### config.mk
export PLATFORM = sky130hd
export DESIGN_NAME = datapath_seq
export DESIGN_NICKNAME = d
export VERILOG_FILES = /design/src/rtl/datapath_pkg.sv /design/src/rtl/regfile_p.sv /design/src/rtl/datapath_seq.sv
export SDC_FILE = /design/constraint.sdc
export NUM_CORES = 1
export LEC_CHECK = 0
export CORE_MARGIN = 2
export CORE_UTILIZATION = 60
export CTS_CLUSTER_SIZE = 16
export DETAILED_ROUTE_END_ITERATION = 7
export DONT_BUFFER_PORTS = 1
export PLACE_DENSITY = 0.76
export SETUP_SLACK_MARGIN = 0.02
export SYNTH_ARGS = -nofsm -noshare
export SYNTH_HDL_FRONTEND = slang
export SYNTH_HIERARCHICAL = 1
export SYNTH_SLANG_ARGS = --single-unit
export TNS_END_PERCENT = 20
### constraint.sdc
create_clock -name clk -period 8.7 [get_ports clk]
set_input_delay 1.74 -clock clk [delete_from_list [all_inputs] [get_ports clk]]
set_output_delay 1.74 -clock clk [all_outputs]
set_load 0.05 [all_outputs]
### src/rtl/datapath_pkg.sv
// Shared encodings for the self-sequencing datapath.
package datapath_pkg;

    // ALU function applied to the a/b operands in EXEC
    typedef enum logic [1:0] {
        ALU_ADD = 2'b00,
        ALU_SUB = 2'b01,
        ALU_AND = 2'b10,
        ALU_NOT = 2'b11
    } alu_op_e;

    // Single-bit shift applied to the B register before it reaches the ALU
    typedef enum logic [1:0] {
        SH_NONE = 2'b00,
        SH_LSL1 = 2'b01,
        SH_LSR1 = 2'b10,
        SH_ASR1 = 2'b11
    } shift_op_e;

    // Source of the value written back to rd
    typedef enum logic [1:0] {
        WB_ALU = 2'b00,
        WB_PC  = 2'b01,
        WB_IMM = 2'b10,
        WB_MEM = 2'b11
    } wb_sel_e;

    // Operation sequencer; non-ALU write-backs jump IDLE -> WRITE
    typedef enum logic [2:0] {
        IDLE,
        LOAD_A,
        LOAD_B,
        EXEC,
        WRITE
    } state_e;

endpackage

### src/rtl/regfile_p.sv
// General register file: one synchronous write port, one asynchronous read
// port, whole array cleared by a synchronous reset.
module regfile_p
    import datapath_pkg::*;
#(
    parameter int WIDTH = 16,
    parameter int NREGS = 8,
    localparam int RAW  = $clog2(NREGS)
) (
    input  logic             clk,
    input  logic             reset,
    input  logic             we,
    input  logic [RAW-1:0]   waddr,
    input  logic [WIDTH-1:0] wdata,
    input  logic [RAW-1:0]   raddr,
    output logic [WIDTH-1:0] rdata
);

    logic [WIDTH-1:0] regs [NREGS];

    // Register storage: clear everything on reset, otherwise single write
    always_ff @(posedge clk) begin
        if (reset) begin
            for (int unsigned i = 0; i < NREGS; i++) begin
                regs[i] <= '0;
            end
        end else if (we) begin
            regs[waddr] <= wdata;
        end
    end

    // Asynchronous read port
    always_comb begin
        rdata = regs[raddr];
    end

endmodule

### src/rtl/datapath_seq.sv
// Self-sequencing datapath: accepts one operation per valid/ready handshake
// and walks it through register read, execute and write-back internally.
module datapath_seq
    import datapath_pkg::*;
#(
    parameter int WIDTH = 16,
    parameter int NREGS = 8,
    parameter int PCW   = 8,
    localparam int RAW  = $clog2(NREGS)
) (
    input  logic             clk,
    input  logic             reset,
    input  logic             op_valid,
    output logic             op_ready,
    input  logic [RAW-1:0]   rd,
    input  logic [RAW-1:0]   rn,
    input  logic [RAW-1:0]   rm,
    input  logic [1:0]       alu_op,
    input  logic [1:0]       shift_op,
    input  logic             sel_a_zero,
    input  logic             sel_b_imm,
    input  logic [WIDTH-1:0] imm,
    input  logic [1:0]       wb_sel,
    input  logic             wr_en,
    input  logic             set_status,
    input  logic [WIDTH-1:0] mdata,
    input  logic [PCW-1:0]   pc,
    output logic             done,
    output logic [WIDTH-1:0] datapath_out,
    output logic             z_out,
    output logic             n_out,
    output logic             v_out
);

    state_e state, state_n;

    // Operation fields captured at accept
    logic [RAW-1:0]   q_rd, q_rn, q_rm;
    alu_op_e          q_alu_op;
    shift_op_e        q_shift_op;
    logic             q_sel_a_zero, q_sel_b_imm;
    logic [WIDTH-1:0] q_imm;
    wb_sel_e          q_wb_sel;
    logic             q_wr_en, q_set_status;

    // Datapath registers
    logic [WIDTH-1:0] a_q, b_q, c_q;
    logic             z_q, n_q, v_q;

    // Register file interface
    logic             rf_we;
    logic [RAW-1:0]   rf_raddr;
    logic [WIDTH-1:0] rf_rdata;
    logic [WIDTH-1:0] wb_data;

    // Combinational ALU/shifter results
    logic [WIDTH-1:0] b_shift, a_opnd, b_opnd, alu_res;
    logic             alu_z, alu_n, alu_v;

    logic accept;

    assign accept = op_valid && op_ready;

    regfile_p #(
        .WIDTH (WIDTH),
        .NREGS (NREGS)
    ) u_rf (
        .clk   (clk),
        .reset (reset),
        .we    (rf_we),
        .waddr (q_rd),
        .wdata (wb_data),
        .raddr (rf_raddr),
        .rdata (rf_rdata)
    );

    // Sequencer state register
    always_ff @(posedge clk) begin
        if (reset) begin
            state <= IDLE;
        end else begin
            state <= state_n;
        end
    end

    // Next-state logic with handshake and done outputs
    always_comb begin
        state_n  = state;
        op_ready = 1'b0;
        done     = 1'b0;
        unique case (state)
            IDLE: begin
                op_ready = 1'b1;
                if (op_valid) begin
                    state_n = (wb_sel_e'(wb_sel) == WB_ALU) ? LOAD_A : WRITE;
                end
            end
            LOAD_A: state_n = LOAD_B;
            LOAD_B: state_n = EXEC;
            EXEC:   state_n = WRITE;
            WRITE: begin
                done    = 1'b1;
                state_n = IDLE;
            end
            default: state_n = IDLE;
        endcase
    end

    // Capture all operation fields on the accepting edge
    always_ff @(posedge clk) begin
        if (reset) begin
            q_rd         <= '0;
            q_rn         <= '0;
            q_rm         <= '0;
            q_alu_op     <= ALU_ADD;
            q_shift_op   <= SH_NONE;
            q_sel_a_zero <= 1'b0;
            q_sel_b_imm  <= 1'b0;
            q_imm        <= '0;
            q_wb_sel     <= WB_ALU;
            q_wr_en      <= 1'b0;
            q_set_status <= 1'b0;
        end else if (accept) begin
            q_rd         <= rd;
            q_rn         <= rn;
            q_rm         <= rm;
            q_alu_op     <= alu_op_e'(alu_op);
            q_shift_op   <= shift_op_e'(shift_op);
            q_sel_a_zero <= sel_a_zero;
            q_sel_b_imm  <= sel_b_imm;
            q_imm        <= imm;
            q_wb_sel     <= wb_sel_e'(wb_sel);
            q_wr_en      <= wr_en;
            q_set_status <= set_status;
        end
    end

    // The single read port is shared: rm during LOAD_B, rn otherwise
    always_comb begin
        rf_raddr = (state == LOAD_B) ? q_rm : q_rn;
    end

    // Operand latches loaded in LOAD_A / LOAD_B
    always_ff @(posedge clk) begin
        if (reset) begin
            a_q <= '0;
            b_q <= '0;
        end else begin
            if (state == LOAD_A) begin
                a_q <= rf_rdata;
            end
            if (state == LOAD_B) begin
                b_q <= rf_rdata;
            end
        end
    end

    // B shifter: lsl drops the MSB, lsr fills zero, asr keeps the sign
    always_comb begin
        b_shift = b_q;
        unique case (q_shift_op)
            SH_NONE: b_shift = b_q;
            SH_LSL1: b_shift = {b_q[WIDTH-2:0], 1'b0};
            SH_LSR1: b_shift = {1'b0, b_q[WIDTH-1:1]};
            SH_ASR1: b_shift = {b_q[WIDTH-1], b_q[WIDTH-1:1]};
            default: b_shift = b_q;
        endcase
    end

    // ALU with Z/N/V flag generation; arithmetic wraps modulo 2^WIDTH
    always_comb begin
        a_opnd  = q_sel_a_zero ? '0 : a_q;
        b_opnd  = q_sel_b_imm ? q_imm : b_shift;
        alu_res = '0;
        alu_v   = 1'b0;
        unique case (q_alu_op)
            ALU_ADD: begin
                alu_res = a_opnd + b_opnd;
                alu_v   = (a_opnd[WIDTH-1] == b_opnd[WIDTH-1]) &&
                          (alu_res[WIDTH-1] != a_opnd[WIDTH-1]);
            end
            ALU_SUB: begin
                alu_res = a_opnd - b_opnd;
                alu_v   = (a_opnd[WIDTH-1] != b_opnd[WIDTH-1]) &&
                          (alu_res[WIDTH-1] != a_opnd[WIDTH-1]);
            end
            ALU_AND: alu_res = a_opnd & b_opnd;
            ALU_NOT: alu_res = ~b_opnd;
            default: alu_res = '0;
        endcase
        alu_z = (alu_res == '0);
        alu_n = alu_res[WIDTH-1];
    end

    // C register and status flags, updated only in EXEC
    always_ff @(posedge clk) begin
        if (reset) begin
            c_q <= '0;
            z_q <= 1'b0;
            n_q <= 1'b0;
            v_q <= 1'b0;
        end else if (state == EXEC) begin
            c_q <= alu_res;
            if (q_set_status) begin
                z_q <= alu_z;
                n_q <= alu_n;
                v_q <= alu_v;
            end
        end
    end

    // Write-back source select; pc and mdata are sampled live in WRITE
    always_comb begin
        wb_data = '0;
        unique case (q_wb_sel)
            WB_ALU: wb_data = c_q;
            WB_PC:  wb_data[PCW-1:0] = pc;
            WB_IMM: wb_data = q_imm;
            WB_MEM: wb_data = mdata;
            default: wb_data = '0;
        endcase
    end

    // Register write strobe
    always_comb begin
        rf_we = (state == WRITE) && q_wr_en;
    end

    // Output drive
    always_comb begin
        datapath_out = c_q;
        z_out        = z_q;
        n_out        = n_q;
        v_out        = v_q;
    end

endmodule

==> metrics.txt, run 1 <==
CTS tree=done; Worst R2R Start=q_shift_op[0]; Tmin final=4.37 ns; mux cell area share after synthesis=0.131; total number of yosys warnings=6; DRT Wirelength=32.3 mm; IO Pins=83; CP endpoint kind=flop; Setup crit start kind=flop; top post-synthesis cells by area=edfxtp_1 32%, dfxtp_1 15%, nand2_1 6.0%; Reg clk slew, reported paths=~0.060 ns; Die ar.=21,400 µm²; most numerous cell in the Yosys netlist=nand2_1; Tot GR Track Use=0.301; sequential area share after synthesis=0.462; CP max stage cell=dfxtp_1; Post-CTS Resized=0; core area=20,000 µm²; initial antenna violation count=4; CTS sink count=217; final RePlAce weighted congestion=0.974; Routed Antenna Nets=0; largest net degree at the start of global routing=101; H-tree Lvls=1; worst clock skew=0.0152 ns; worst vdd ir=0.193 mV; first-pass GRT wire length=50.5 mm; starting density of the core=0.607; Net Count, Synth=1,304; top cell type's share of synthesized area=0.316; simple-gate share of the synthesized area=0.180; Final setup viols=0; hold wc startpoint=a_q[12]; worst hold margin=0.449 ns; P&R area growth vs syn=6.84%; met3 Use GR=0.0509; top post-synthesis cells by count=194 x nand2_1, 139 x nor3_1, 128 x edfxtp_1; Synth Area in Adders=0.0362; met1 usage=0.404; critical path data required time=between 9 and 10 ns; Tcrit/Tclk final=0.503; post-CTS setup buffer count=0; die width=146 µm; XOR/XNOR Fraction of Synth Area=0.0122; Compound-Gate Fraction of Synth Area=0.123; fmax=229 MHz; post-detail-place hpwl=21.8 mm; Max Cap Violations=0; CP peak stage delay=0.95 ns; die height=146 µm; Max FO, Critical Path=18; clock buffer depth=3; Post-Syn Area=12,200 µm²; vias in the first global route=approximately 9,000; GR Layer Usage met2=0.496; CTS buffer count=24; Iteration-0 DRC Markers=775; Crit path max-delay family=compound AO/OA/AOI/OAI gates; Worst EP arrival=4.83 ns; Synth area leader=edfxtp_1; cts hold-fix bufs=0; busiest grt layer=met2; Final Hold Vio Count=0; LEAKAGE=between 4 and 5 nW; RSZ-0062 raised after global routing=no; pwr/cell area=192 nW/µm²; Yosys reg bits=217; main combinational cell family by area after synthesis=simple AND/OR/NAND/NOR gates; crit path from=q_shift_op[0]; critical path buffer and inverter count=1; CP Cell Sequence=mux2i_1 -> nor2_1 -> a21oi_1 -> nor2_1 -> a21oi_1 -> inv_1 -> ha_1 -> nor2_1 -> o311ai_2 -> a21oi_1 -> o31ai_2 -> o22ai_2 -> mux2_2 -> a221o_1 -> o21ai_1 -> nor2b_1; Port Buffer Count=0; worst slew pin tran=approximately 1.1 ns; slew margin rel.=0.234; drt wl/cell=roughly 22 µm; post-synth cell types=89; CP Class=reg2reg; status=finished clean; Pins Over Slew Limit=0; vias per cell=6.39; layout cells sized above 1=0.110; EDFF count, synth=between 100 and 150; worst skew pair latency=0.54 ns; TritonRoute pass-1 iters=5; Syn Inst Count=1,208; Hold Path Class=reg2reg; Final nets=~1,300; Congestion Overflow GR=0; syn avg cell area=between 10 and 15 µm²; clk root buf=clkbuf_16; Via Count=9,256; FFs w/ async S/R, synth=0; row cnt=52; Post-synth top flop=edfxtp_1; drt drc=0; Setup TNS Final=0 ns
worst register-to-register path, delay by kind of cell (launching register included):
kind	cells	cell delay, ns
flip-flops	1	0.95
AND/OR/NAND/NOR	4	0.34
AO/OA/AOI/OAI	8	1.97
multiplexers	2	0.54
adder cells (fa/ha/maj)	1	0.33
buffers and inverters	1	0.17
registers in the layout, indices dropped and copies added, names as in the netlist:
signal,cells
q_rd,3
q_set_status,1
state,3
q_imm,16
q_wr_en,1
q_shift_op,2
z_out,1
a_q,16
datapath_out,16
q_alu_op,2
u_rf/regs,128
n_out,1
b_q,16
q_sel_a_zero,1
q_rn,3
q_sel_b_imm,1
q_rm,3
v_out,1
q_wb_sel,2
cell type report:
cell class              count  area [µm²]
clock inverters             9         121
clock buffers              34         668
well taps                 270         338
flip-flops and latches    217        5630
diodes                      3        7.51
fillers                  1654        7040
multi-input cells         845        5890
repair buffers             22         165
inverters                  49         184
where the power goes:
group	switching (mW)	internal (mW)
sequential	0.0330	1.12
combinational	0.205	0.128
clock	0.417	0.597
cells in the final DEF (no fill, tap or decap), types with 14 or more instances in the layout:
cell type,instances
ha_1,32
mux2_2,26
nor3_1,138
mux4_1,27
nor2_1,61
clkinv_1,17
o21ai_0,24
nand2_1,194
edfxtp_1,128
buf_4,22
mux2i_1,28
dfxtp_1,89
a21oi_1,114
mux4_2,14
nor2b_1,22
inv_1,30
clkbuf_16,24
per-stage QoR:
stage	area (µm²)	util	worst slack, ns	instances	total power, mW
2_1_floorplan	12200	-	5.01	1208	1.43
3_3_place_gp	12200	0.609	4.52	1403	1.50
3_5_place_dp	12200	0.609	4.46	1403	1.50
4_1_cts	13000	0.648	4.44	1446	2.51
5_1_grt	13000	0.649	4.11	1449	2.58
6_report	13000	0.649	4.33	1449	2.50
path summary, 6_finish.rpt:
kind / to / depth (start not counted) / slack [ns]
setup / recovery: n_out / 16 / 4.33
hold / removal: a_q[12] / 2 / 0.45
setup reg to reg: n_out / 16 / 4.33
hold reg to reg: a_q[12] / 2 / 0.45
metal layers:
metal	share of wire	wire, µm	vias up
met2	0.48	15400	358
li1	-	-	4319
met3	0.066	2130	79
met5	0.00037	12	-
met4	0.040	1280	2
met1	0.42	13500	4498
kinds of logic (layout without fill, tap and decap cells):
| group | count (synthesis) | count (layout) |
|---|---|---|
| flops | 217 | 217 |
| buf+inv | 146 | 114 |
| xor+xnor | 17 | 17 |
| simple gates | 468 | 468 |
| other cells | 0 | 3 |
| compound gates | 231 | 231 |
| fa+ha+maj | 34 | 34 |
| mux | 95 | 95 |
Note: power is estimated with default switching activity, not from simulation.
==> run 2, diff against run 1 <==
CORE_UTILIZATION = 58   (was 60)
clock period = 3.65 ns   (was 8.7 ns; I/O delays follow)
==> metrics.txt, run 2 (same netlist as run 1, synthesis figures left out) <==
P&R area growth vs syn=9.67%; Final WS setup=0.172 ns (-4.16 ns); IO Pins=83 (unchanged); CP endpoint kind=flop; worst clock skew=0.0113 ns (-0.00388 ns); vias in the first global route=8,920 (-1.0%); die height=149 µm (+1.7%); max layer used=met4; metal2 WL=14.9 mm (-3.2%); Setup crit start kind=flop; Worst Hold Path Cells=1 (-1); flop-to-flop setup slack=0.17 ns (-4.16 ns); CP Class=reg2reg; R2R depth=15 (-1); vias per cell=6.43 (+0.67%); Final nets=1,291 (+2.9%); commonest non-fill, non-tap cell in the layout=nand2_1; Final Hold Vio Count=0 (unchanged); final RePlAce weighted congestion=0.962 (-1.2%); most frequent cells in the layout=194 x nand2_1, 137 x nor3_1, 128 x edfxtp_1; Via Count=9,524 (+2.9%); Max FO, Critical Path=6 (-12); Max Cap Violations=0 (unchanged); TritonRoute pass-1 iters=5 (unchanged); post-detail-place hpwl=23.7 mm (+8.5%); worst slew pin tran=1.24 ns (+0.0954 ns); Port Buffer Count=0 (unchanged); Pins Over Slew Limit=0 (unchanged); max reg flops=128 (unchanged); DP Worst Slack=0.0542 ns (-4.40 ns); CTS sink count=217 (unchanged); first-pass GRT wire length=52.0 mm (+3.1%); largest net degree at the start of global routing=101 (unchanged); CTS tree=done; fmax=288 MHz (+26%); worst hold margin=0.299 ns (-0.150 ns); Tot Pwr=5.86 mW (+130%); CTS buffer count=23 (-4.2%); LEAKAGE=4.72 nW (+3.9%); slew margin rel.=0.172 (-0.0623); Iteration-0 DRC Markers=1,054 (+36%); Final setup viols=0 (unchanged); placed cell area=12,500 µm² (+2.8%); worst skew pair latency=0.53 ns (about the same); drt wl/cell=22.8 µm (+2.2%); Tot GR Track Use=0.310 (+0.00886); core area=20,400 µm² (+1.9%); Tcrit/Tclk final=0.953 (+0.450); worst min-delay path endpoint=q_alu_op[0]; Reg clk slew, reported paths=0.06 ns (about the same); Worst R2R Start=q_shift_op[1]; clock buffer depth=3 (unchanged); Final Instance Area=13,300 µm² (+2.6%); Hold Path Class=in2reg; critical path data required time=4.11 ns (-5.05 ns); initial antenna violation count=0 (-4); die width=149 µm (+1.7%); clk root buf=clkbuf_16; drt drc=0 (unchanged); worst r2r dst=z_out; H-tree Lvls=1 (unchanged); antenna cells=0 (-3); Routed Antenna Nets=0 (unchanged); met1 WL=14.3 mm (+5.7%); Biggest register=u_rf/regs; cts hold-fix bufs=0 (unchanged); DR WL met3=3.12 mm (+46%); starting density of the core=0.595 (-0.0116); hold wc startpoint=reset; layout cells sized above 1=0.155 (+0.0455); row cnt=52 (unchanged); Tmin final=3.48 ns (-0.894 ns); pwr/cell area=439 nW/µm² (+130%); worst vdd ir=0.505 mV (+160%); RSZ-0062 raised after global routing=yes; Worst EP arrival=3.94 ns (-0.89 ns); status=finished clean; Setup TNS Final=0 ns (unchanged); Congestion Overflow GR=0 (unchanged); Die ar.=22,100 µm² (+3.4%); DRT Wirelength=33.7 mm (+4.4%)
[run 2: critical path, cell delays in order, from the launching register on]
cell and delay (ns):
dfxtp_1 0.47, nor2_1 0.09, a22oi_1 0.15, o21ai_1 0.10, ha_1 0.25, fa_1 0.42, or2_4 0.29, a221oi_4 0.34
nor4_1 0.12, o211ai_1 0.22, nand3_1 0.12, a31oi_2 0.19, nand4_1 0.14, and4bb_2 0.34, nand4_1 0.10, nand2_1 0.09
[run 2: worst max path at each step]
stage                              from               end  slack [ns]  cells after the start
final                     q_shift_op[1]             z_out        0.17                     15
after global routing      q_shift_op[0]  datapath_out[15]       -0.01                     15
after CTS                   q_sel_b_imm             z_out        0.05                     14
after detailed placement  q_shift_op[0]             z_out        0.05                     17
after global placement    q_shift_op[0]             z_out        0.07                     17
after floorplan             q_sel_b_imm             n_out        0.43                     13
[run 2: through the flow]
stage | std cells | utilization
3_5_place_dp | 1439 | 0.614
5_1_grt | 1481 | 0.653
4_1_cts | 1480 | 0.649
6_report | 1481 | 0.653
3_3_place_gp | 1439 | 0.614
2_1_floorplan | 1208 | -
[run 2: routing by layer]
metal | GRT usage | vias up
li1 | - | 4385
met1 | 0.445 | 4579
met2 | 0.469 | 476
met3 | 0.0596 | 84
met4 | 0.120 | 0
met5 | 0 | -
[run 2: area by class of cell]
class	instances	area [µm²]
Sequential cell	217	5630
Tap cell	270	338
Clock inverter	8	83.8
Timing Repair Buffer	59	480
Multi-Input combinational cell	845	5990
Inverter	49	184
Fill cell	1594	7090
Clock buffer	33	633
[run 2: power breakdown]
part | switching [mW] | total [mW] | internal [mW]
Clock | 0.938 | 2.22 | 1.29
Combinational | 0.525 | 0.879 | 0.354
Sequential | 0.0792 | 2.75 | 2.67
Total | 1.54 | 5.86 | 4.31
[run 2: repair_timing]
action	CTS	global route
setup buffers	0	1
endpoints found under the setup margin	1	8
resized for setup	1	20
pin swaps	0	4
==> run 3, diff against run 2 <==
ABC_AREA = 0   (was not set)
==> results of run 3 <==
No change in the layout: final DEF, timing and power equal those of run 2.
